[config.mk]
export PLATFORM = sky130hd
export DESIGN_NAME = data_path
export DESIGN_NICKNAME = d
export VERILOG_FILES = /design/src/rtl/dp_pkg.sv /design/src/rtl/dp_reg.sv /design/src/rtl/data_path.sv
export SDC_FILE = /design/constraint.sdc
export NUM_CORES = 1
export LEC_CHECK = 0
export CAP_MARGIN = 20
export CORE_ASPECT_RATIO = 0.9
export CORE_MARGIN = 2
export CORE_UTILIZATION = 45
export CTS_CLUSTER_DIAMETER = 50
export DETAILED_ROUTE_END_ITERATION = 6
export GPL_TIMING_DRIVEN = 0
export PLACE_DENSITY = 0.91
export SYNTH_ARGS = -nofsm -noshare
export SYNTH_HDL_FRONTEND = slang
export SYNTH_SLANG_ARGS = --single-unit
[constraint.sdc]
create_clock -name clock -period 7.6 [get_ports clock]
set_input_delay 1.52 -clock clock [delete_from_list [all_inputs] [get_ports clock]]
set_output_delay 1.52 -clock clock [all_outputs]
set_load 0.02 [all_outputs]
[src/rtl/dp_pkg.sv]
// dp_pkg: shared width default and bus-source selection for the datapath
package dp_pkg;
  localparam int DP_WIDTH = 8;
  typedef enum logic [1:0] {SRC_Z, SRC_A, SRC_B, SRC_IMM} bus_src_e;
  // Fixed bus priority Z > A > B, falling back to the immediate when nothing drives.
  function automatic bus_src_e bus_sel(input logic zo, input logic ao, input logic bo);
    return zo ? SRC_Z : ao ? SRC_A : bo ? SRC_B : SRC_IMM;
  endfunction
endpackage

[src/rtl/dp_reg.sv]
// dp_reg: W-bit register with synchronous active-low clear and load enable
//  i_clk     in  1  rising-edge clock
//  i_clear_n in  1  synchronous clear, active low, overrides load
//  i_load    in  1  load enable
//  i_d       in  W  data to load
//  o_q       out W  register contents
module dp_reg import dp_pkg::*; #(
  parameter int W = DP_WIDTH
) (
  input  logic         i_clk,
  input  logic         i_clear_n,
  input  logic         i_load,
  input  logic [W-1:0] i_d,
  output logic [W-1:0] o_q
);
  logic [W-1:0] r_q;
  always_ff @(posedge i_clk)
    if (!i_clear_n) r_q <= '0;
    else if (i_load) r_q <= i_d;
  assign o_q = r_q;
endmodule

[src/rtl/data_path.sv]
// data_path: A/B/Z registers on one shared bus with an immediate adder feeding Z
//  clock              in  1     rising-edge clock
//  clear              in  1     synchronous clear, active low
//  AddImmediate       in  WIDTH addend for Z loads
//  RegisterAImmediate in  WIDTH bus value when no register drives
//  RZout/RAout/RBout  in  1     bus drive strobes, priority Z > A > B
//  RAin/RBin          in  1     load A/B from bus
//  RZin               in  1     load Z (and carry) from bus + AddImmediate
//  RA_q/RB_q/RZ_q     out WIDTH register contents
//  bus_q              out WIDTH combinational bus value
//  carry_q            out 1     carry of the last Z load
module data_path import dp_pkg::*; #(
  parameter int WIDTH = DP_WIDTH
) (
  input  logic             clock,
  input  logic             clear,
  input  logic [WIDTH-1:0] AddImmediate,
  input  logic [WIDTH-1:0] RegisterAImmediate,
  input  logic             RZout,
  input  logic             RAout,
  input  logic             RBout,
  input  logic             RAin,
  input  logic             RBin,
  input  logic             RZin,
  output logic [WIDTH-1:0] RA_q,
  output logic [WIDTH-1:0] RB_q,
  output logic [WIDTH-1:0] RZ_q,
  output logic [WIDTH-1:0] bus_q,
  output logic             carry_q
);
  bus_src_e         w_src;
  logic [WIDTH-1:0] w_a, w_b, w_z, w_bus, w_sum;
  logic             w_carry;
  logic             r_carry;
  always_comb begin
    w_src = bus_sel(RZout, RAout, RBout);
    w_bus = (w_src == SRC_Z) ? w_z :
            (w_src == SRC_A) ? w_a :
            (w_src == SRC_B) ? w_b : RegisterAImmediate;
    {w_carry, w_sum} = {1'b0, w_bus} + {1'b0, AddImmediate};
  end
  dp_reg #(.W(WIDTH)) u_ra (.i_clk(clock), .i_clear_n(clear), .i_load(RAin), .i_d(w_bus), .o_q(w_a));
  dp_reg #(.W(WIDTH)) u_rb (.i_clk(clock), .i_clear_n(clear), .i_load(RBin), .i_d(w_bus), .o_q(w_b));
  dp_reg #(.W(WIDTH)) u_rz (.i_clk(clock), .i_clear_n(clear), .i_load(RZin), .i_d(w_sum), .o_q(w_z));
  always_ff @(posedge clock)
    if (!clear) r_carry <= 1'b0;
    else if (RZin) r_carry <= w_carry;
  assign RA_q    = w_a;
  assign RB_q    = w_b;
  assign RZ_q    = w_z;
  assign bus_q   = w_bus;
  assign carry_q = r_carry;
endmodule

==> out/results.ini <==
[synth]
yosys-top-cells-area=dfxtp_1, mux2i_1, ha_1
synth_compound_area_frac=0.282
async_flop_share=0
netlist.area_leader.share=0.343
synth_edf_count=0
ys_warn_count=0
synth_ff_type=dfxtp_1
syn_area_um2=1460
synth_common_cells=dfxtp_1, o21ai_0, a21oi_1, mux2i_1, nand2_1
ys_types=35
synth-seq-area-share=0.343
synth_nets=210
synthAdderAreaFrac=0.0824
yosysTopAreaCell=dfxtp_1
ys_ff_latch=25
synth_top_family_by_area=compound AO/OA/AOI/OAI gates
syn_avg_cell_area_um2=8.24
synth.area.mux_share=0.117
yosys.area_share.simple=0.111
yosysMostFrequentCell=dfxtp_1
synth_xor_area_frac=0
synth_cells=177

[timing]
rsz0062_at_grt=false
max_freq_mhz=204
hold_viol=0
relSlewSlack=0.668
period_share=0.645
fin_skew_ns=0.00647
fin_tns_setup_ns=0
period_needed_ns=4.90
maxSlewViolCount=0
timing.final.ws_setup_ns=2.70
worst_pin_slew_ns=0.484
setup-violations-final=0

[power_and_ir_drop]
switching_share=0.355
intPower_mw=0.230
power.switching_mw=0.127
pwr-share-clk=0.174
seq_power_share=0.427
p_per_area_nw_per_um2=173
p_leak_nw=0.870
power_frac_comb=0.399
peakVddDrop_mv=0.0897

[routing]
routedWlPerCell_um=13.5
vias_per_cell=5.53
drt_first_pass_iters=4
wl_um=3710
final_antenna_net_count=0
drc=0
drt-initial-drc-count=56
vias=1522

[clock_tree]
cts_tree=yes
cts_root_buf=clkbuf_4
postCtsSetupBuffers=0
clkLatencyLatePin_ns=0.32
clockBufferDepth=2
h-tree-depth=1
cts_resized=0
numCtsBuffers=3
cts_num_sinks=25
clk_pin_slew_ns=0.14
cts_hold_buf=0

[min_path]
holdPathEnd=u_rz.o_q[1]
min-delay-start=u_rz.o_q[1]
min_path_cells=2
min_path_type=flip-flop to flip-flop

[global_routing]
grt_pass1_wl_um=6060
antenna_found_initial=0
grt_max_degree=16
grt_pass1_vias=1419
grt-ovfl-total=0
track_usage=0.204

[die]
ioPinCount=57
dieArea_um2=3710
initial_core_util=0.475
die_y_um=58.0
core_um2=3070
die_x_um=64.0
rows=19

[worst_setup_path]
critical_path_class=primary input to output port
worst-path-max-fanout=10
reg2reg_setup_slack_ns=5.21
crit_top_cell=clkdlybuf4s50_1
r2r-end=u_rz.o_q[7]
endpoint_kind=output port
rr_worst_depth=9
path_cells=clkdlybuf4s50_1 -> buf_2 -> o21ai_1 -> mux2i_1 -> inv_1 -> clkdlybuf4s50_1
crit_arrival_ns=3.38
critPathLaunchType=primary input
r2r_start=u_rb.o_q[1]
crit_required_ns=6.08
cpPeakStageDelay_ns=0.58
crit_slowest_cell=clkdlybuf4s50_1

[outcome]
outcome=complete, no violations

[placement]
place_congestion=0.808
dp_slack_ns=2.73
dp_hpwl_um=2960
io_buffers=52
placedCellCount=271

[finish]
final_core_util=0.672
diodes=0
fillers=271
area_growth_pct=41.4
drive_above_1_share=0.0687
fin_nets=267
layout.cells.non_filler=275

[flow_run]
maxCapViolCount=0

## through the flow
step	hold WS [ns]	total power, mW	instance area, um^2
floorplan	0.560	0.237	1460
global placement	0.505	0.294	2030
detailed placement	0.510	0.297	2030
CTS	0.534	0.358	2060
global route	0.582	0.379	2060
finish	0.544	0.357	2060
## cells by family (layout without fill, tap and decap cells)
family | Yosys count | in the layout
buffers and inverters | 23 | 79
flip-flops | 25 | 25
adder cells (fa/ha/maj) | 9 | 9
AO/OA/AOI/OAI | 68 | 68
AND/OR/NAND/NOR | 35 | 35
multiplexers | 17 | 17
## state kept, by name, summed over array words and instances (netlist names)
signal	cells
u_rb.o_q	8
u_ra.o_q	8
u_rz.o_q	8
carry_q	1
## power by group through the flow
| stage | logic (mW) | registers (mW) | clock network (mW) |
|---|---|---|---|
| after floorplan | 0.0694 | 0.168 | 0 |
| after global placement | 0.139 | 0.155 | 0 |
| after CTS | 0.143 | 0.152 | 0.0631 |
| after detailed placement | 0.142 | 0.155 | 0 |
| after global routing | 0.154 | 0.154 | 0.0700 |
| final | 0.142 | 0.153 | 0.0619 |
## worst max-delay path by stage
stage,startpoint,end,slack [ns]
floorplan,RBout,bus_q[1],3.67
global placement,RAout,bus_q[2],2.71
detailed placement,RAout,bus_q[4],2.73
CTS,RAout,bus_q[2],2.72
global route,RAout,bus_q[2],2.54
finish,RAout,bus_q[0],2.70
## layout make-up
cell class	instances	area, um^2	share of cell area
plain buffers	10	45.0	0.0219
clock buffers	3	22.5	0.0109
clock inverters	1	7.51	0.00364
inverters	13	48.8	0.0237
multi-input cells	129	863	0.419
flip-flops and latches	25	500	0.243
well taps	42	52.6	0.0255
repair buffers	52	520	0.253
## cell usage in the layout (no fill, tap or decap), drive strengths merged, types with 3 or more instances in the layout
| master | synthesis | layout |
|---|---|---|
| a211oi | 4 | 4 |
| a21oi | 19 | 19 |
| a31oi | 3 | 3 |
| buf | 6 | 6 |
| clkbuf | 4 | 7 |
| clkdlybuf4s50 | 0 | 52 |
| dfxtp | 25 | 25 |
| ha | 8 | 8 |
| inv | 13 | 13 |
| mux2i | 17 | 17 |
| nand2 | 14 | 14 |
| nor2 | 8 | 8 |
| nor2b | 3 | 3 |
| nor3 | 3 | 3 |
| o211ai | 4 | 4 |
| o21a | 3 | 3 |
| o21ai | 28 | 28 |
## critical path: cells and delay by family
family          cells  cell delay [ns]
mux                 1             0.26
compound gates      1             0.10
buf+inv             4             1.49
## routing by layer
metal	vias up	wire length [um]	track usage
met5	-	0	0
met4	0	42	0.0621
met3	6	274	0.0369
met2	59	1660	0.348
met1	702	1730	0.265
li1	755	-	-
Power figures use the tool's default switching activity.
